## src/rtl/i2s_audio_tx_if.sv

```systemverilog
// Audio-side and I2S pin bundle for the I2S transmitter.
// The master modport is the transmitter; the slave modport is its environment.
interface i2s_audio_tx_if;
   logic [15:0] audio_l;
   logic [15:0] audio_r;
   logic        mute;
   logic        sample_req;
   logic        i2s_bck;
   logic        i2s_lrck;
   logic        i2s_data;

   modport master (
      input  audio_l, audio_r, mute,
      output sample_req, i2s_bck, i2s_lrck, i2s_data
   );

   modport slave (
      output audio_l, audio_r, mute,
      input  sample_req, i2s_bck, i2s_lrck, i2s_data
   );
endinterface

```

## src/rtl/i2s_audio_tx.sv

```systemverilog
// Master-mode Philips I2S serializer for 16-bit stereo audio.
// Generates BCK/LRCK from clk and latches one stereo sample per 32-BCK frame.
module i2s_audio_tx #(
   parameter int BCK_DIV   = 8,
   parameter int SIGNED_IN = 0
) (
   input  logic                  clk,
   input  logic                  reset_n,
   i2s_audio_tx_if.master        bus
);
   localparam logic [7:0]  DIV_LAST = 8'(BCK_DIV - 1);
   localparam logic [15:0] MSB_FLIP = (SIGNED_IN == 0) ? 16'h8000 : 16'h0000;

   logic [7:0]  div_cnt;
   logic [4:0]  slot;
   logic [15:0] shadow_l;
   logic [15:0] shadow_r;
   logic        bck_q;
   logic        lrck_q;
   logic        data_q;
   logic        req_q;

   logic        div_wrap;
   logic        fall_evt;
   logic [4:0]  slot_nxt;
   logic        frame_start;
   logic [15:0] load_l;
   logic [15:0] load_r;
   logic [15:0] cur_l;
   logic [15:0] cur_r;
   logic        data_nxt;
   logic        lrck_nxt;

   always_comb begin
      div_wrap    = (div_cnt == DIV_LAST);
      fall_evt    = div_wrap && bck_q;
      slot_nxt    = slot + 5'd1;
      frame_start = (slot_nxt == 5'd0);
      // Mute loads true two's-complement silence, so no MSB flip applies to it.
      load_l      = bus.mute ? 16'h0000 : (bus.audio_l ^ MSB_FLIP);
      load_r      = bus.mute ? 16'h0000 : (bus.audio_r ^ MSB_FLIP);
      cur_l       = frame_start ? load_l : shadow_l;
      cur_r       = frame_start ? load_r : shadow_r;
      // 15-s for the left half and 31-s for the right half both reduce to ~s[3:0].
      data_nxt    = slot_nxt[4] ? cur_r[~slot_nxt[3:0]] : cur_l[~slot_nxt[3:0]];
      lrck_nxt    = (slot_nxt >= 5'd15) && (slot_nxt <= 5'd30);
   end

   always_ff @(posedge clk) begin
      if (!reset_n) begin
         div_cnt  <= 8'd0;
         slot     <= 5'd31;
         shadow_l <= 16'h0000;
         shadow_r <= 16'h0000;
         bck_q    <= 1'b0;
         lrck_q   <= 1'b0;
         data_q   <= 1'b0;
         req_q    <= 1'b0;
      end else begin
         req_q <= 1'b0;
         if (div_wrap) begin
            div_cnt <= 8'd0;
            bck_q   <= ~bck_q;
         end else begin
            div_cnt <= div_cnt + 8'd1;
         end
         if (fall_evt) begin
            slot   <= slot_nxt;
            data_q <= data_nxt;
            lrck_q <= lrck_nxt;
            if (frame_start) begin
               shadow_l <= load_l;
               shadow_r <= load_r;
               req_q    <= 1'b1;
            end
         end
      end
   end

   assign bus.sample_req = req_q;
   assign bus.i2s_bck    = bck_q;
   assign bus.i2s_lrck   = lrck_q;
   assign bus.i2s_data   = data_q;
endmodule
```

## src/flat_wrapper.sv

```systemverilog
// flat-port wrapper written by rule: the top's interface ports become plain ports
module i2s_audio_tx_flat 
#(
   parameter int BCK_DIV   = 8,
   parameter int SIGNED_IN = 0
)
  (clk, reset_n, bus_audio_l, bus_audio_r, bus_mute, bus_sample_req, bus_i2s_bck, bus_i2s_lrck, bus_i2s_data);
  i2s_audio_tx_if bus_i ();
  input  logic clk;
  input  logic reset_n;
  input wire logic [$bits(bus_i.audio_l)-1:0] bus_audio_l;
  input wire logic [$bits(bus_i.audio_r)-1:0] bus_audio_r;
  input wire logic [$bits(bus_i.mute)-1:0] bus_mute;
  output wire logic [$bits(bus_i.sample_req)-1:0] bus_sample_req;
  output wire logic [$bits(bus_i.i2s_bck)-1:0] bus_i2s_bck;
  output wire logic [$bits(bus_i.i2s_lrck)-1:0] bus_i2s_lrck;
  output wire logic [$bits(bus_i.i2s_data)-1:0] bus_i2s_data;
  assign bus_i.audio_l = bus_audio_l;
  assign bus_i.audio_r = bus_audio_r;
  assign bus_i.mute = bus_mute;
  assign bus_sample_req = bus_i.sample_req;
  assign bus_i2s_bck = bus_i.i2s_bck;
  assign bus_i2s_lrck = bus_i.i2s_lrck;
  assign bus_i2s_data = bus_i.i2s_data;
  i2s_audio_tx #(.BCK_DIV(BCK_DIV), .SIGNED_IN(SIGNED_IN)) u_core (.clk(clk), .reset_n(reset_n), .bus(bus_i));
endmodule
```

## config.mk

```make
export PLATFORM = sky130hd
export DESIGN_NAME = i2s_audio_tx_flat
export DESIGN_NICKNAME = d
export VERILOG_FILES = /design/src/rtl/i2s_audio_tx_if.sv /design/src/rtl/i2s_audio_tx.sv /design/src/flat_wrapper.sv
export SDC_FILE = /design/constraint.sdc
export NUM_CORES = 1
export LEC_CHECK = 0
export BUFFER_PORTS_ARGS = -buffer_cell sky130_fd_sc_hd__buf_4
export CAP_MARGIN = 15
export CORE_UTILIZATION = 55
export DETAILED_ROUTE_END_ITERATION = 16
export PLACE_DENSITY_LB_ADDON = 0.1
export SYNTH_ARGS = -nofsm -noshare
export SYNTH_HDL_FRONTEND = slang
export SYNTH_SLANG_ARGS = --single-unit
```

## constraint.sdc

```tcl
create_clock -name clk -period 7.9 [get_ports clk]
set_clock_uncertainty 0.05 [all_clocks]
set_input_delay 1.58 -clock clk [delete_from_list [all_inputs] [get_ports clk]]
set_output_delay 1.58 -clock clk [all_outputs]
set_load 0.005 [all_outputs]
```

# After elaboration in Yosys (flattened, before gate mapping)
# Cells that the tools add are included.
# totals
register_bits	49
out_inout_bits	4
word_cells	34
input_bits	35
# classes
n_mux	10
n_lt_le_gt_ge	3
n_reduce_logical	5
eq_ne	1
n_bitwise	5
addsub	2
# ops
cell	n
$mux 16	4
$add 8x1->8 const B	1
$bmux 1 s4	2
$eq 8x3->1 const B	1
$add 5x1->5 const B	1
$ge 5x4->1 const B	1
$le 5x5->1 const B	1
$logic_not 5->1	1
$lt 4x5->1 const B	1
$mux 1	4
$not 1->1	4
$not 4->4	1
$logic_and 1x1->1	2
$reduce_and 2->1	1
$reduce_or 2->1	1

# Depth between registers and ports, before layout
# Gate-level depths: netlist (run 1).
# depth
ltp_word	6
depth_mapped	11
depth_no_buf	8

# Worst setup path after synthesis (run 1)
# Ideal clock, no wire load.
# synth_path
kind	input port to flip-flop
start	input bus_mute
end	register u_core.data_q, in the netlist u_core.bus.i2s_data
t_arrival_ns	3.014
n_path_buf	2
required_time_ns	7.715
setup_ns	0.135
cell_stages	7
setup_slack_ns	4.701
path_cell_list	clkbuf_1 > clkbuf_1 > nor2_1 > mux2_4 > a221o_1 > a32oi_1 > a41oi_1
# synth_via
elab_chain_cells	5
elab_cells_between_ends	9
cone_classes	mux (9)
# synth_rtl
element	line_no	text
start: declaration	flat_wrapper.sv:13	input wire logic [$bits(bus_i.mute)-1:0] bus_mute;
$mux 16 (on tied branches)	i2s_audio_tx.sv:40, i2s_audio_tx.sv:41	
$mux 16	n/a	
$bmux 1 s4	i2s_audio_tx.sv:45	data_nxt = slot_nxt[4] ? cur_r[~slot_nxt[3:0]] : cur_l[~slot_nxt[3:0]];
$mux 1 (implied by the code)	i2s_audio_tx.sv:45	
$mux 1 (*)	i2s_audio_tx.sv:45	
end signal: assignment	i2s_audio_tx.sv:69	data_q <= data_nxt;
end: declaration	i2s_audio_tx.sv:20	logic data_q;
# Mark *: on every way between the ends. The rest lies on a longest branch, timed or not. The select of a mux whose other input is x is not followed.
# A chain may end at the register's enable or synchronous reset.

# Final worst setup path (run 1)
# layout_path
start	register u_core.slot[0]
end	register u_core.data_q, in the netlist u_core.bus.i2s_data
# layout_via
elab_chain_cells	6
elab_cells_between_ends	10
cone_classes	add/sub (1); mux (7); bitwise (1); reduce/logical (1)
# layout_rtl
element	line_no	text
start: declaration	i2s_audio_tx.sv:15	logic [4:0] slot;
start signal: assignment	i2s_audio_tx.sv:68	slot <= slot_nxt;
$add 5x1->5 (*)	i2s_audio_tx.sv:37	slot_nxt = slot + 5'd1;
net u_core.slot_nxt[0]	i2s_audio_tx.sv:25	logic [4:0] slot_nxt;
$logic_not 5->1	i2s_audio_tx.sv:38	frame_start = (slot_nxt == 5'd0);
$mux 16	n/a	
$bmux 1 s4	i2s_audio_tx.sv:45	
$mux 1 (implied by the code)	i2s_audio_tx.sv:45	
$mux 1 (*)	i2s_audio_tx.sv:45	
# Mark *: on every way through the listed nets, which the timed path passes. The rest lies on a longest branch. The select of a mux whose other input is x is not followed.

==> impl_table.tex, run 1 <==
\begin{tabular}{lr}
\hline
Metric & Value \\
\hline
\multicolumn{2}{l}{\textbf{STA}} \\
\quad Unrepaired setup endpoints after global routing & false \\
\quad Setup TNS & 0 ns \\
\quad Clock period minus worst slack & between 3 and 4 ns \\
\quad Post-route fraction of the period consumed by the critical path & 45.6\% \\
\quad Max Fclk & $\sim$280 MHz \\
\quad Worst slew margin & $\sim$46\% \\
\quad Final setup violating endpoints & 0 \\
\quad Transition time at the pin with the least slew margin & 0.816 ns \\
\quad Final count of pins violating max slew & 0 \\
\quad Final Hold Violating Endpoints & 0 \\
\multicolumn{2}{l}{\textbf{Power and ir drop}} \\
\quad Worst-case vdd ir drop & around 0.00008 V \\
\quad Relative contribution of sequential cells to total power & between 50\% and 60\% \\
\quad Clock power frac & 34.8\% \\
\quad Static Leakage & 1.33 nW \\
\quad Total net switching power & 0.0000991 W \\
\quad Power Internal & 0.000339 W \\
\quad Comb pwr share & 8.3\% \\
\quad Total power divided by cell area & 133 nW/um\^{}2 \\
\quad Net Sw Frac & 22.6\% \\
\quad Final Total Pwr & 0.000438 W \\
\multicolumn{2}{l}{\textbf{Synth}} \\
\quad Post-synthesis net count & between 300 and 400 \\
\quad Synth warnings & 0 \\
\quad Post-synth EDFFs & 0 \\
\quad Proportion of synthesized chip area in sequential cells & $\sim$33\% \\
\quad Fraction of the mapped netlist area in compound gates & 15.9\% \\
\quad Post-synthesis adder-cell area fraction & 2.13\% \\
\quad Cell type with the highest aggregate area in the netlist & sky130\_fd\_sc\_hd\_\_dfxtp\_1 \\
\quad Top cell types by occurrence after synthesis & 49 x sky130\_fd\_sc\_hd\_\_dfxtp\_1, 44 x sky130\_fd\_sc\_hd\_\_nand2\_1, 22 x sky130\_fd\_sc\_hd\_\_a21boi\_0 \\
\quad Cell with the most instances after synthesis & sky130\_fd\_sc\_hd\_\_dfxtp\_1 \\
\quad Post-Synth XOR/XNOR Area & roughly 3.9\% \\
\quad Dominant combinational cell family by area after synthesis & simple AND/OR/NAND/NOR gates \\
\quad Fraction of synthesis flops using an asynchronous set or reset pin & 0\% \\
\quad Primary flip-flop cell chosen by synthesis mapping & sky130\_fd\_sc\_hd\_\_dfxtp\_1 \\
\quad Post-synthesis cell area & 2940 sq um \\
\quad Multiplexer fraction of the synthesized cell area & about an eighth \\
\quad Instance count of the mapped netlist & 336 \\
\quad Synthesized area per cell & 8.74 sq um \\
\quad Synth top area share & 33.4\% \\
\quad Distinct cells, synth & between 50 and 60 \\
\quad Leading cell types by total area after synthesis & sky130\_fd\_sc\_hd\_\_dfxtp\_1 33\%, sky130\_fd\_sc\_hd\_\_mux2i\_1 6.5\%, sky130\_fd\_sc\_hd\_\_a21boi\_0 5.6\% \\
\quad Simple-Gate Fraction of Synth Area & 26.3\% \\
\quad Synthesized flop and latch total & about 50 \\
\multicolumn{2}{l}{\textbf{Setup path}} \\
\quad Type of element capturing the critical path & flip-flop \\
\quad Worst setup path class & reg2reg \\
\quad Source of the worst register-to-register timing path & u\_core.slot[0]\$\_SDFFE\_PN1P\_ \\
\quad Critical Path Start & u\_core.slot[0]\$\_SDFFE\_PN1P\_ \\
\quad Critical path data arrival time & 3.72 ns \\
\quad Capture point of the worst reg-to-reg path & u\_core.bus.i2s\_data\$\_SDFFE\_PN0P\_ \\
\quad Startpoint class of the critical path & flip-flop \\
\quad Internal reg-to-reg setup slack & 4.30 ns \\
\quad Path depth of the worst reg2reg path & 9 \\
\quad CP endpoint & u\_core.bus.i2s\_data\$\_SDFFE\_PN0P\_ \\
\quad Crit path max fanout & 18 \\
\quad Data required time at the worst endpoint & 8.02 ns \\
\multicolumn{2}{l}{\textbf{Final layout}} \\
\quad Post-synthesis to final-layout area growth & 11.8\% \\
\quad Antenna Cells & 0 \\
\quad Nets@finish & 400 \\
\quad Layout cell share with drive strength beyond 1 & 18.6\% \\
\multicolumn{2}{l}{\textbf{Global routing}} \\
\quad Maximum number of pins on one net before global-route repair & 45 \\
\quad First-pass GRT wire length & 10.4 mm \\
\quad Grt ovf & 0 \\
\quad Number of global-route vias before repair & 2270 \\
\quad Initial antenna violation count & 0 \\
\quad GRT Overall Usage & 24.1\% \\
\multicolumn{2}{l}{\textbf{Floorplanning}} \\
\quad Horizontal extent of the die & about 75 microns \\
\quad Core Footprint & 5110 sq um \\
\quad Starting density of the core & 57.5\% \\
\quad Standard-cell row count & 26 \\
\quad Boundary Pins & 39 \\
\quad Die ar. & between 5000 and 6000 sq um \\
\quad Vertical die dimension & 75.1 microns \\
\multicolumn{2}{l}{\textbf{Clock tree}} \\
\quad \# clock sinks & 49 \\
\quad Clock Latency Late Sink & 0.30 ns \\
\quad Cells resized by post-CTS repair & 0 \\
\quad Total number of H-tree levels & 2 \\
\quad Clock tree from TritonCTS & built \\
\quad Buffer cell driving the clock tree root & sky130\_fd\_sc\_hd\_\_clkbuf\_8 \\
\quad TritonCTS buffer count & 5 \\
\quad Clock Tree Buf Depth & 2 \\
\quad Number of buffers inserted by hold repair at cts & 0 \\
\quad Number of setup buffers added after CTS & 0 \\
\quad Reg clk slew, reported paths & approximately 0.090 ns \\
\multicolumn{2}{l}{\textbf{Drt}} \\
\quad Detailed-route wire length & around 6.3 mm \\
\quad First DRT Iteration DRCs & 125 \\
\quad Total vias in the final route & 2367 \\
\quad DRC violation count after routing & 0 \\
\quad Average wire per standard cell & 14.5 microns \\
\quad Antenna violation net count after detailed routing & 0 \\
\quad Number of iterations in the first detailed-routing pass & 4 \\
\quad Ratio of routed vias to standard cells & 5.50 \\
\multicolumn{2}{l}{\textbf{Placed design}} \\
\quad Routability congestion estimate from global placement & 0.807 \\
\quad DP Wirelength & 4.39 mm \\
\quad Count of buffers from port buffering & 38 \\
\multicolumn{2}{l}{\textbf{Outcome}} \\
\quad Result of the run & finished, final reports clean \\
\multicolumn{2}{l}{\textbf{Flow run}} \\
\quad Count of maximum capacitance violations & 0 \\
\multicolumn{2}{l}{\textbf{Hold path}} \\
\quad Class of the tightest hold or removal check & reg2reg \\
\hline
\end{tabular}
[critical path: stages (launching register included)]
cell,delay [ns]
sky130_fd_sc_hd__dfxtp_1,0.70
sky130_fd_sc_hd__inv_1,0.24
sky130_fd_sc_hd__ha_1,0.66
sky130_fd_sc_hd__buf_4,0.37
sky130_fd_sc_hd__mux2_2,0.37
sky130_fd_sc_hd__o2111ai_1,0.09
sky130_fd_sc_hd__o41ai_1,0.12
sky130_fd_sc_hd__or4_1,0.53
sky130_fd_sc_hd__a32oi_1,0.19
sky130_fd_sc_hd__a41oi_1,0.13
[routing by layer]
metal | wire length [microns] | global-route usage [%] | vias to the layer above
met4 | 91 | 8.39 | 0
met2 | 3000 | 40.8 | 43
met5 | 0 | 0 | -
li1 | - | - | 1215
met3 | 186 | 4.42 | 8
met1 | 2980 | 30.7 | 1101
[flip-flops by register name, indices dropped and copies added, names as in the netlist]
signal,flops
u_core.shadow_l,16
u_core.shadow_r,16
u_core.div_cnt,8
u_core.slot,5
u_core.bus.i2s_bck,1
u_core.bus.i2s_data,1
u_core.bus.i2s_lrck,1
u_core.bus.sample_req,1
[layout by cell type (no fill, tap or decap), types with 3 or more instances in the layout]
master	Yosys	layout
sky130_fd_sc_hd__mux2_2	5	5
sky130_fd_sc_hd__o21ai_0	10	10
sky130_fd_sc_hd__xnor2_1	5	5
sky130_fd_sc_hd__nand3_1	8	8
sky130_fd_sc_hd__nand2_1	44	44
sky130_fd_sc_hd__o211ai_1	7	7
sky130_fd_sc_hd__dfxtp_1	49	49
sky130_fd_sc_hd__inv_1	10	10
sky130_fd_sc_hd__ha_1	5	5
sky130_fd_sc_hd__and3_1	4	4
sky130_fd_sc_hd__nor2_1	21	21
sky130_fd_sc_hd__nand3b_1	18	18
sky130_fd_sc_hd__xor2_1	8	8
sky130_fd_sc_hd__nor2b_1	12	12
sky130_fd_sc_hd__mux4_2	5	5
sky130_fd_sc_hd__a21boi_0	22	22
sky130_fd_sc_hd__clkbuf_8	0	6
sky130_fd_sc_hd__a21oi_1	3	3
sky130_fd_sc_hd__nand2b_1	7	7
sky130_fd_sc_hd__and2_1	12	12
sky130_fd_sc_hd__mux2i_1	19	19
sky130_fd_sc_hd__buf_4	2	39
[worst min-delay path by stage]
stage	startpoint	end	slack, ns	cells past startpoint
2_1_floorplan	u_core.div_cnt[0]$_SDFF_PP0_	u_core.div_cnt[0]$_SDFF_PP0_	0.36	1
3_3_place_gp	u_core.div_cnt[0]$_SDFF_PP0_	u_core.div_cnt[0]$_SDFF_PP0_	0.38	1
3_5_place_dp	u_core.div_cnt[0]$_SDFF_PP0_	u_core.div_cnt[0]$_SDFF_PP0_	0.39	1
4_1_cts	u_core.div_cnt[0]$_SDFF_PP0_	u_core.div_cnt[0]$_SDFF_PP0_	0.41	1
5_1_grt	u_core.div_cnt[0]$_SDFF_PP0_	u_core.div_cnt[0]$_SDFF_PP0_	0.43	1
6_report	u_core.div_cnt[0]$_SDFF_PP0_	u_core.div_cnt[0]$_SDFF_PP0_	0.40	1
[power groups by stage]
stage	Sequential [W]	Combinational, W	Clock [W]
after global routing	0.000250	0.0000397	0.000168
final	0.000249	0.0000363	0.000152
after global placement	0.000255	0.0000362	0
after detailed placement	0.000255	0.0000364	0
after floorplan	0.000255	0.0000181	0
after CTS	0.000249	0.0000365	0.000157
[final cells by class]
type / count / area (sq um)
clock inverter: 1 / 7.51
inverter: 10 / 37.5
timing repair buffer: 39 / 293
fill: 477 / 1830
clock buffer: 6 / 82.6
sequential: 49 / 981
multi-input combinational: 255 / 1790
tap: 70 / 87.6
[kinds of logic (layout without fill, tap and decap cells)]
logic type                 count (synthesis)  in the layout
muxes                                     30             30
DFF                                       49             49
xor gates and xnor gates                  13             13
AOI/OAI and AO/OA                         64             64
and+or+nand+nor                          143            143
adders and majority gates                  5              5
buffers and inverters                     32             56
[metrics by stage]
| step | setup slack [ns] | cell area, sq um | util, % | cells | hold WS (ns) |
|---|---|---|---|---|---|
| CTS | 4.33 | 3280 | 64.2 | 430 | 0.407 |
| global route | 4.05 | 3280 | 64.2 | 430 | 0.430 |
| finish | 4.30 | 3280 | 64.2 | 430 | 0.399 |
| floorplan | 4.70 | 2940 | - | 336 | 0.363 |
| global placement | 4.44 | 3190 | 62.5 | 423 | 0.378 |
| detailed placement | 4.35 | 3190 | 62.5 | 423 | 0.387 |
(Power assumes the default switching activity.)
==> inputs of run 2 (changes only) <==
--- a/config.mk
+++ b/config.mk
@@ -5,9 +5,10 @@
 export SDC_FILE = /design/constraint.sdc
 export NUM_CORES = 1
 export LEC_CHECK = 0
+export ABC_AREA = 1
 export BUFFER_PORTS_ARGS = -buffer_cell sky130_fd_sc_hd__buf_4
 export CAP_MARGIN = 15
-export CORE_UTILIZATION = 55
+export CORE_UTILIZATION = 52
 export DETAILED_ROUTE_END_ITERATION = 16
 export PLACE_DENSITY_LB_ADDON = 0.1
 export SYNTH_ARGS = -nofsm -noshare
==> constraint.sdc (replaced) <==
create_clock -name clk -period 2.94 [get_ports clk]
set_clock_uncertainty 0.05 [all_clocks]
set_input_delay 0.588 -clock clk [delete_from_list [all_inputs] [get_ports clk]]
set_output_delay 0.588 -clock clk [all_outputs]
set_load 0.005 [all_outputs]
==> run 2 against run 1 <==
Sequential share of layout area is 0.33 points higher. Clock power increased to 3.3 times the previous value. Global-route usage is 0.57 points higher. Largest power group unchanged. Cell area is 1.1% lower. Power rose to 3.6 times the previous value. Synthesized area fell by 4.4%.
==> impl_table.tex, run 2 <==
\begin{tabular}{lr}
\hline
Metric & Value \\
\hline
\multicolumn{2}{l}{\textbf{Global routing}} \\
\quad Grt ovf & 0 (unchanged) \\
\quad First-pass GRT wire length & 10.6 mm (+2.1\%) \\
\quad GRT Overall Usage & 24.7\% (+0.57 points) \\
\quad Maximum number of pins on one net before global-route repair & 30 (-33\%) \\
\quad Initial antenna violation count & 0 (unchanged) \\
\quad Number of global-route vias before repair & 2366 (+4.2\%) \\
\multicolumn{2}{l}{\textbf{Final layout}} \\
\quad Leading cell type in the layout, fill and taps excluded & sky130\_fd\_sc\_hd\_\_nand2\_1 \\
\quad Sequential cell area & 981 sq um (unchanged) \\
\quad Final Cell Area & 3240 sq um (-1.1\%) \\
\quad Number of fill cells in the layout & 493 (+3.4\%) \\
\quad Antenna Cells & 0 (unchanged) \\
\quad Biggest registers after layout & u\_core.shadow\_l: 16 flops, u\_core.shadow\_r: 16 flops, u\_core.div\_cnt: 8 flops \\
\quad Final std cells w/o fill & 530 (+23\%) \\
\quad Layout cell share with drive strength beyond 1 & 14.8\% (-3.8 points) \\
\quad Nets@finish & 499 (+25\%) \\
\quad Commonest cells after routing, fill and taps aside & 115 x sky130\_fd\_sc\_hd\_\_nand2\_1, 59 x sky130\_fd\_sc\_hd\_\_inv\_1, 56 x sky130\_fd\_sc\_hd\_\_nor2\_1, 49 x sky130\_fd\_sc\_hd\_\_dfxtp\_1, 46 x sky130\_fd\_sc\_hd\_\_buf\_4 \\
\quad Multi-input combinational cell area & 1480 sq um (-17\%) \\
\quad Final core area utilization & 63.1\% (-1.1 points) \\
\quad Post-synthesis to final-layout area growth & 15.7\% \\
\multicolumn{2}{l}{\textbf{Placed design}} \\
\quad Routability congestion estimate from global placement & 0.854 (+5.8\%) \\
\quad Area after detailed placement & 3130 sq um (-2.0\%) \\
\quad Placed cell count & 522 (+23\%) \\
\quad DP Wirelength & 4.72 mm (+7.4\%) \\
\quad Count of buffers from port buffering & 38 (unchanged) \\
\multicolumn{2}{l}{\textbf{Power and ir drop}} \\
\quad Worst-case vdd ir drop & 0.000294 V (+270\%) \\
\quad Total power divided by cell area & 480 nW/um\^{}2 (+260\%) \\
\quad Static Leakage & 1.65 nW (+24\%) \\
\quad Final Total Pwr & 0.00156 W (+260\%) \\
\multicolumn{2}{l}{\textbf{Setup path}} \\
\quad Critical Path Start & u\_core.slot[1]\$\_SDFFE\_PN1P\_ \\
\quad Buffering stage count on the worst path with inverters included & 3 (+1) \\
\quad Startpoint class of the critical path & flip-flop \\
\quad Critical path data arrival time & 2.72 ns (-1.00 ns) \\
\quad Crit path max-delay family & simple AND/OR/NAND/NOR gates \\
\quad Worst setup path class & reg2reg \\
\quad Crit path max fanout & 29 (+11) \\
\quad Ordered list of cells on the worst path & ha\_1, inv\_1, nand2\_1, nand2\_4, nor2\_8, nand3\_4, buf\_4, o21ai\_2, nor2\_1, nor2\_1, nand2\_1, nand3\_1, nand2\_1, nand2\_1, nand3\_1, nand2\_1, inv\_1 \\
\quad Slowest stage delay, CP & 0.44 ns (-0.26 ns) \\
\quad Source of the worst register-to-register timing path & u\_core.slot[1]\$\_SDFFE\_PN1P\_ \\
\quad Data required time at the worst endpoint & 3.10 ns (-4.92 ns) \\
\quad Type of element capturing the critical path & flip-flop \\
\quad Crit-path slowest cell & sky130\_fd\_sc\_hd\_\_dfxtp\_1 \\
\quad Most numerous cell on the critical path & sky130\_fd\_sc\_hd\_\_nand2\_1 \\
\multicolumn{2}{l}{\textbf{Synth}} \\
\quad Post-synthesis net count & 465 (+24\%) \\
\quad Fraction of the mapped netlist area in compound gates & 12.7\% (-3.2 points) \\
\quad Instance count of the mapped netlist & 425 (+26\%) \\
\quad Fraction of synthesis flops using an asynchronous set or reset pin & 0\% (unchanged) \\
\quad Synthesized area per cell & 6.60 sq um (-24\%) \\
\quad Post-synthesis adder-cell area fraction & 2.23\% (+0.099 points) \\
\quad Dominant combinational cell family by area after synthesis & simple AND/OR/NAND/NOR gates \\
\quad Proportion of synthesized chip area in sequential cells & 35.0\% (+1.6 points) \\
\quad Top cell types by occurrence after synthesis & 115 x sky130\_fd\_sc\_hd\_\_nand2\_1, 59 x sky130\_fd\_sc\_hd\_\_inv\_1, 57 x sky130\_fd\_sc\_hd\_\_nor2\_1 \\
\quad Cell with the most instances after synthesis & sky130\_fd\_sc\_hd\_\_nand2\_1 \\
\quad Synthesized flop and latch total & 49 (unchanged) \\
\quad Synth top area share & 35.0\% (+1.6 points) \\
\quad Distinct cells, synth & 29 (-48\%) \\
\quad Multiplexer fraction of the synthesized cell area & 0\% (-13 points) \\
\quad Post-synth EDFFs & 0 (unchanged) \\
\quad Post-synthesis cell area & 2810 sq um (-4.4\%) \\
\quad Leading cell types by total area after synthesis & sky130\_fd\_sc\_hd\_\_dfxtp\_1 35\%, sky130\_fd\_sc\_hd\_\_nand2\_1 15\%, sky130\_fd\_sc\_hd\_\_nand3\_1 8.0\% \\
\quad Cell type with the highest aggregate area in the netlist & sky130\_fd\_sc\_hd\_\_dfxtp\_1 \\
\quad Post-Synth XOR/XNOR Area & 1.56\% (-2.3 points) \\
\quad Synth warnings & 0 (unchanged) \\
\quad Simple-Gate Fraction of Synth Area & 36.1\% (+9.8 points) \\
\quad Primary flip-flop cell chosen by synthesis mapping & sky130\_fd\_sc\_hd\_\_dfxtp\_1 \\
\multicolumn{2}{l}{\textbf{STA}} \\
\quad Post-route fraction of the period consumed by the critical path & 86.9\% (+41 points) \\
\quad Max Fclk & 391 MHz (+41\%) \\
\quad Unrepaired setup endpoints after global routing & false \\
\quad Transition time at the pin with the least slew margin & 0.554 ns (-0.262 ns) \\
\quad Final count of pins violating max slew & 0 (unchanged) \\
\quad Clock period minus worst slack & 2.55 ns (-1.04 ns) \\
\quad Final setup violating endpoints & 0 (unchanged) \\
\quad Final Hold Violating Endpoints & 0 (unchanged) \\
\quad Worst slew margin & 63.0\% (+17 points) \\
\quad Setup TNS & 0 ns (unchanged) \\
\multicolumn{2}{l}{\textbf{Drt}} \\
\quad Ratio of routed vias to standard cells & 5.11 (-7.1\%) \\
\quad Detailed-route wire length & 6.38 mm (+1.9\%) \\
\quad Number of iterations in the first detailed-routing pass & 4 (unchanged) \\
\quad First DRT Iteration DRCs & 183 (+46\%) \\
\quad Average wire per standard cell & 12.0 microns (-17\%) \\
\quad DRC violation count after routing & 0 (unchanged) \\
\quad Antenna violation net count after detailed routing & 0 (unchanged) \\
\quad Total vias in the final route & 2710 (+14\%) \\
\multicolumn{2}{l}{\textbf{Floorplanning}} \\
\quad Boundary Pins & 39 (unchanged) \\
\quad Starting density of the core & 54.6\% (-2.9 points) \\
\quad Standard-cell row count & 26 (unchanged) \\
\quad Die ar. & 5690 sq um (+1.0\%) \\
\quad Core Footprint & 5140 sq um (+0.64\%) \\
\quad Horizontal extent of the die & 75.4 microns (+0.52\%) \\
\quad Vertical die dimension & 75.4 microns (+0.52\%) \\
\multicolumn{2}{l}{\textbf{Clock tree}} \\
\quad Reg clk slew, reported paths & 0.09 ns (about the same) \\
\quad Number of setup buffers added after CTS & 0 (unchanged) \\
\quad Total number of H-tree levels & 2 (unchanged) \\
\quad \# clock sinks & 49 (unchanged) \\
\quad Clock Latency Late Sink & 0.31 ns (about the same) \\
\quad Number of buffers inserted by hold repair at cts & 0 (unchanged) \\
\quad Clock tree from TritonCTS & built \\
\quad TritonCTS buffer count & 5 (unchanged) \\
\quad Cells resized by post-CTS repair & 0 (unchanged) \\
\quad Buffer cell driving the clock tree root & sky130\_fd\_sc\_hd\_\_clkbuf\_8 \\
\quad Clock Tree Buf Depth & 2 (unchanged) \\
\multicolumn{2}{l}{\textbf{Hold path}} \\
\quad Class of the tightest hold or removal check & reg2reg \\
\quad Worst hold start & u\_core.div\_cnt[0]\$\_SDFF\_PP0\_ \\
\multicolumn{2}{l}{\textbf{Flow run}} \\
\quad Count of maximum capacitance violations & 0 (unchanged) \\
\multicolumn{2}{l}{\textbf{Outcome}} \\
\quad Result of the run & finished, final reports clean \\
\hline
\end{tabular}
run 2: final timing paths:
check                                     endpoint  slack (ns)  cells past startpoint
setup reg to reg  u_core.bus.i2s_data$_SDFFE_PN0P_        0.39                     17
setup / recovery  u_core.bus.i2s_data$_SDFFE_PN0P_        0.39                     17
hold reg to reg       u_core.div_cnt[0]$_SDFF_PP0_        0.40                      1
hold / removal        u_core.div_cnt[0]$_SDFF_PP0_        0.40                      1
run 2: area by class of cell:
cell class,count,share of cell area (%)
sequential,49,30.2
clock inverter,1,0.926
inverter,62,7.25
clock buffer,7,2.66
multi-input combinational,295,45.6
timing repair buffer,46,10.6
tap,70,2.70
run 2: worst register-to-register path, stage by stage (launching register included):
cell and delay [ns]:
sky130_fd_sc_hd__dfxtp_1 0.44, sky130_fd_sc_hd__ha_1 0.28, sky130_fd_sc_hd__inv_1 0.06, sky130_fd_sc_hd__nand2_1 0.10
sky130_fd_sc_hd__nand2_4 0.10, sky130_fd_sc_hd__nor2_8 0.17, sky130_fd_sc_hd__nand3_4 0.22, sky130_fd_sc_hd__buf_4 0.31
sky130_fd_sc_hd__o21ai_2 0.19, sky130_fd_sc_hd__nor2_1 0.06, sky130_fd_sc_hd__nor2_1 0.12, sky130_fd_sc_hd__nand2_1 0.06
sky130_fd_sc_hd__nand3_1 0.06, sky130_fd_sc_hd__nand2_1 0.05, sky130_fd_sc_hd__nand2_1 0.05, sky130_fd_sc_hd__nand3_1 0.06
sky130_fd_sc_hd__nand2_1 0.06, sky130_fd_sc_hd__inv_1 0.03
run 2: metal layers:
| layer | vias up | GRT usage, % | wire length (microns) |
|---|---|---|---|
| li1 | 1424 | - | - |
| met1 | 1220 | 33.5 | 3130 |
| met2 | 56 | 38.9 | 2900 |
| met3 | 10 | 5.03 | 232 |
| met4 | 0 | 8.85 | 112 |
| met5 | - | 0 | 0 |
run 2: cells by family after synthesis:
logic type                 count (synthesis)
and+or+nand+nor                          235
buffers and inverters                     81
AOI/OAI and AO/OA                         50
DFF                                       49
xor gates and xnor gates                   5
adders and majority gates                  5
run 2: where the power goes:
group          total [W]  switching, W  internal, W  leakage, nW
combinational   0.000380      0.000247     0.000133         1.19
sequential      0.000672    0.00000383     0.000668        0.395
clock           0.000505      0.000227     0.000278       0.0585
run 2: per-stage QoR:
step / worst slack [ns] / hold WS, ns
after floorplan: 0.819 / 0.368
after CTS: 0.403 / 0.410
after global placement: 0.474 / 0.385
after global routing: 0.140 / 0.440
final: 0.385 / 0.401
after detailed placement: 0.432 / 0.394
==> inputs of run 3 (changes only) <==
--- a/config.mk
+++ b/config.mk
@@ -6,9 +6,9 @@
 export NUM_CORES = 1
 export LEC_CHECK = 0
 export ABC_AREA = 1
-export BUFFER_PORTS_ARGS = -buffer_cell sky130_fd_sc_hd__buf_4
+export BUFFER_PORTS_ARGS = -buffer_cell sky130_fd_sc_hd__buf_2
 export CAP_MARGIN = 15
-export CORE_UTILIZATION = 52
+export CORE_UTILIZATION = 55
 export DETAILED_ROUTE_END_ITERATION = 16
 export PLACE_DENSITY_LB_ADDON = 0.1
 export SYNTH_ARGS = -nofsm -noshare
==> constraint.sdc (replaced) <==
create_clock -name clk -period 2.7 [get_ports clk]
set_clock_uncertainty 0.05 [all_clocks]
set_input_delay 0.54 -clock clk [delete_from_list [all_inputs] [get_ports clk]]
set_output_delay 0.54 -clock clk [all_outputs]
set_load 0.005 [all_outputs]
==> run 3 against run 2 <==
Via count shrank 1.1%. Global-route usage grew 1.1 points. Worst hold slack gained 0.0014 ns. Largest cell class unchanged.
==> impl_table.tex, run 3 (synthesized netlist as in run 2, its figures left out) <==
\begin{tabular}{lr}
\hline
Metric & Value \\
\hline
\multicolumn{2}{l}{\textbf{Placed design}} \\
\quad Routability congestion estimate from global placement & 0.814 (-4.6\%) \\
\quad DP Wirelength & 4.61 mm (-2.1\%) \\
\quad Area after detailed placement & 3040 sq um (-2.7\%) \\
\quad Count of buffers from port buffering & 38 (unchanged) \\
\multicolumn{2}{l}{\textbf{Floorplanning}} \\
\quad Horizontal extent of the die & 73.4 microns (-2.7\%) \\
\quad Boundary Pins & 39 (unchanged) \\
\quad Die ar. & 5390 sq um (-5.3\%) \\
\quad Starting density of the core & 58.2\% (+3.7 points) \\
\quad Core Footprint & 4820 sq um (-6.3\%) \\
\quad Vertical die dimension & 73.4 microns (-2.7\%) \\
\quad Standard-cell row count & 25 (-3.8\%) \\
\multicolumn{2}{l}{\textbf{Final layout}} \\
\quad Biggest registers after layout & u\_core.shadow\_l: 16 flops, u\_core.shadow\_r: 16 flops, u\_core.div\_cnt: 8 flops \\
\quad Antenna Cells & 0 (unchanged) \\
\quad Commonest cells after routing, fill and taps aside & 115 x sky130\_fd\_sc\_hd\_\_nand2\_1, 59 x sky130\_fd\_sc\_hd\_\_inv\_1, 56 x sky130\_fd\_sc\_hd\_\_nor2\_1, 49 x sky130\_fd\_sc\_hd\_\_dfxtp\_1, 45 x sky130\_fd\_sc\_hd\_\_nand3\_1 \\
\quad Number of fill cells in the layout & 483 (-2.0\%) \\
\quad Post-synthesis to final-layout area growth & 12.8\% \\
\quad Layout cell share with drive strength beyond 1 & 15.4\% (+0.59 points) \\
\quad Leading cell type in the layout, fill and taps excluded & sky130\_fd\_sc\_hd\_\_nand2\_1 \\
\quad Final Cell Area & 3160 sq um (-2.5\%) \\
\quad Nets@finish & 501 (+0.40\%) \\
\quad Final core area utilization & 65.7\% (+2.5 points) \\
\multicolumn{2}{l}{\textbf{STA}} \\
\quad Max Fclk & 422 MHz (+7.7\%) \\
\quad Final count of pins violating max slew & 0 (unchanged) \\
\quad Unrepaired setup endpoints after global routing & false \\
\quad Worst slew margin & 61.9\% (-1.2 points) \\
\quad Setup TNS & 0 ns (unchanged) \\
\quad Transition time at the pin with the least slew margin & 0.572 ns (+0.0175 ns) \\
\quad Final setup violating endpoints & 0 (unchanged) \\
\quad Final Hold Violating Endpoints & 0 (unchanged) \\
\quad Post-route fraction of the period consumed by the critical path & 87.8\% (+0.95 points) \\
\quad Clock period minus worst slack & 2.37 ns (-0.183 ns) \\
\multicolumn{2}{l}{\textbf{Setup path}} \\
\quad Crit path max fanout & 11 (-62\%) \\
\quad Slowest stage delay, CP & 0.44 ns (about the same) \\
\quad Most numerous cell on the critical path & sky130\_fd\_sc\_hd\_\_nand2\_1 \\
\quad Buffering stage count on the worst path with inverters included & 4 (+1) \\
\quad Crit-path slowest cell & sky130\_fd\_sc\_hd\_\_nor2\_1 \\
\quad Type of element capturing the critical path & flip-flop \\
\quad Ordered list of cells on the worst path & buf\_4, inv\_1, ha\_1, nor2\_1, inv\_1, nor2\_1, nor2\_1, nand2\_1, nand3\_1, nand2\_1, nand2\_1, nand3\_1, nand2\_1, inv\_1 \\
\quad Worst setup path class & reg2reg \\
\quad Startpoint class of the critical path & flip-flop \\
\quad Critical path data arrival time & 2.59 ns (-0.13 ns) \\
\quad Crit path max-delay family & simple AND/OR/NAND/NOR gates \\
\quad Data required time at the worst endpoint & 2.91 ns (-0.19 ns) \\
\multicolumn{2}{l}{\textbf{Clock tree}} \\
\quad Clock Tree Buf Depth & 2 (unchanged) \\
\quad Clock tree from TritonCTS & built \\
\quad Total number of H-tree levels & 2 (unchanged) \\
\quad \# clock sinks & 49 (unchanged) \\
\quad Clock Latency Late Sink & 0.31 ns (about the same) \\
\quad Buffer cell driving the clock tree root & sky130\_fd\_sc\_hd\_\_clkbuf\_8 \\
\quad Reg clk slew, reported paths & 0.10 ns (about the same) \\
\quad TritonCTS buffer count & 5 (unchanged) \\
\multicolumn{2}{l}{\textbf{Power and ir drop}} \\
\quad Total net switching power & 0.000536 W (+12\%) \\
\quad Comb pwr share & 24.3\% (about the same) \\
\quad Worst-case vdd ir drop & 0.000270 V (-8.0\%) \\
\quad Clock power frac & 32.1\% (-0.3 points) \\
\quad Total power divided by cell area & 530 nW/um\^{}2 (+11\%) \\
\quad Static Leakage & 1.62 nW (-1.4\%) \\
\quad Power Internal & 0.00114 W (+5.8\%) \\
\quad Relative contribution of sequential cells to total power & 43.6\% (+0.4 points) \\
\quad Net Sw Frac & 31.9\% (+1.3 points) \\
\multicolumn{2}{l}{\textbf{Drt}} \\
\quad DRC violation count after routing & 0 (unchanged) \\
\quad Average wire per standard cell & 12.1 microns (+0.63\%) \\
\quad Total vias in the final route & 2679 (-1.1\%) \\
\quad First DRT Iteration DRCs & 204 (+11\%) \\
\quad Number of iterations in the first detailed-routing pass & 4 (unchanged) \\
\quad Detailed-route wire length & 6.40 mm (+0.44\%) \\
\quad Ratio of routed vias to standard cells & 5.06 (-0.96\%) \\
\quad Antenna violation net count after detailed routing & 0 (unchanged) \\
\multicolumn{2}{l}{\textbf{Flow run}} \\
\quad Count of maximum capacitance violations & 0 (unchanged) \\
\multicolumn{2}{l}{\textbf{Global routing}} \\
\quad Initial antenna violation count & 0 (unchanged) \\
\quad Grt ovf & 0 (unchanged) \\
\quad GRT Overall Usage & 25.8\% (+1.1 points) \\
\quad First-pass GRT wire length & 10.7 mm (+1.3\%) \\
\quad Number of global-route vias before repair & 2310 (-2.4\%) \\
\quad Maximum number of pins on one net before global-route repair & 42 (+40\%) \\
\multicolumn{2}{l}{\textbf{Outcome}} \\
\quad Result of the run & finished, final reports clean \\
\multicolumn{2}{l}{\textbf{Hold path}} \\
\quad Class of the tightest hold or removal check & in2reg \\
\hline
\end{tabular}
==> run 3: cell types whose count changed in the layout (fill, tap and decap cells not counted), sizes merged <==
cell / delta
clkbuf: -2
clkinvlp: +1
buf: +2
clkinv: +1
==> run 3: path summary, 6_finish.rpt <==
path | startpoint | endpoint | slack, ns | cells after the start
worst max-delay path | u_core.slot[0]$_SDFFE_PN1P_ | u_core.bus.i2s_data$_SDFFE_PN0P_ | 0.33 | 14
worst min-delay path | reset_n | u_core.slot[4]$_SDFFE_PN1P_ | 0.40 | 2
worst max register to register | u_core.slot[0]$_SDFFE_PN1P_ | u_core.bus.i2s_data$_SDFFE_PN0P_ | 0.33 | 14
worst min register to register | u_core.div_cnt[0]$_SDFF_PP0_ | u_core.div_cnt[0]$_SDFF_PP0_ | 0.40 | 1
==> run 3: power groups by stage <==
| stage | Clock [W] | Combinational [W] | Sequential, W |
|---|---|---|---|
| final | 0.000538 | 0.000407 | 0.000732 |
| after global routing | 0.000574 | 0.000455 | 0.000733 |
| after CTS | 0.000548 | 0.000403 | 0.000732 |
| after detailed placement | 0 | 0.000401 | 0.000749 |
| after global placement | 0 | 0.000398 | 0.000748 |
| after floorplan | 0 | 0.000322 | 0.000748 |
==> run 3: per-layer routing <==
metal / vias up / wire [microns] / GRT usage, %
li1: 1430 / - / -
met1: 1177 / 3080 / 36.1
met2: 66 / 2890 / 40.5
met3: 6 / 389 / 5.62
met4: 0 / 51 / 5.98
met5: - / 0 / 0
==> run 3: per-stage QoR <==
step | total power, W | setup WS (ns) | hold WS (ns) | std cells
3_5_place_dp | 0.00115 | 0.306 | 0.392 | 521
2_1_floorplan | 0.00107 | 0.579 | 0.368 | 425
3_3_place_gp | 0.00115 | 0.353 | 0.383 | 521
5_1_grt | 0.00176 | 0.0847 | 0.402 | 529
4_1_cts | 0.00168 | 0.270 | 0.403 | 529
6_report | 0.00168 | 0.328 | 0.403 | 529
==> run 3: area by class of cell <==
cell class,instances,area [sq um],area share [%]
multi-input combinational,295,1480,46.8
sequential,49,981,31.0
timing repair buffer,48,269,8.50
inverter,62,235,7.44
tap,67,83.8,2.65
clock buffer,5,68.8,2.18
clock inverter,3,46.3,1.46
==> run 3: repair_timing <==
item / 4_1_cts / 5_1_grt
hold buffers: 0 / 0
resized for setup: 0 / 1
endpoints found under the setup margin: 0 / 1
hold endpoints to repair: 0 / 0
setup buffers: 0 / 0
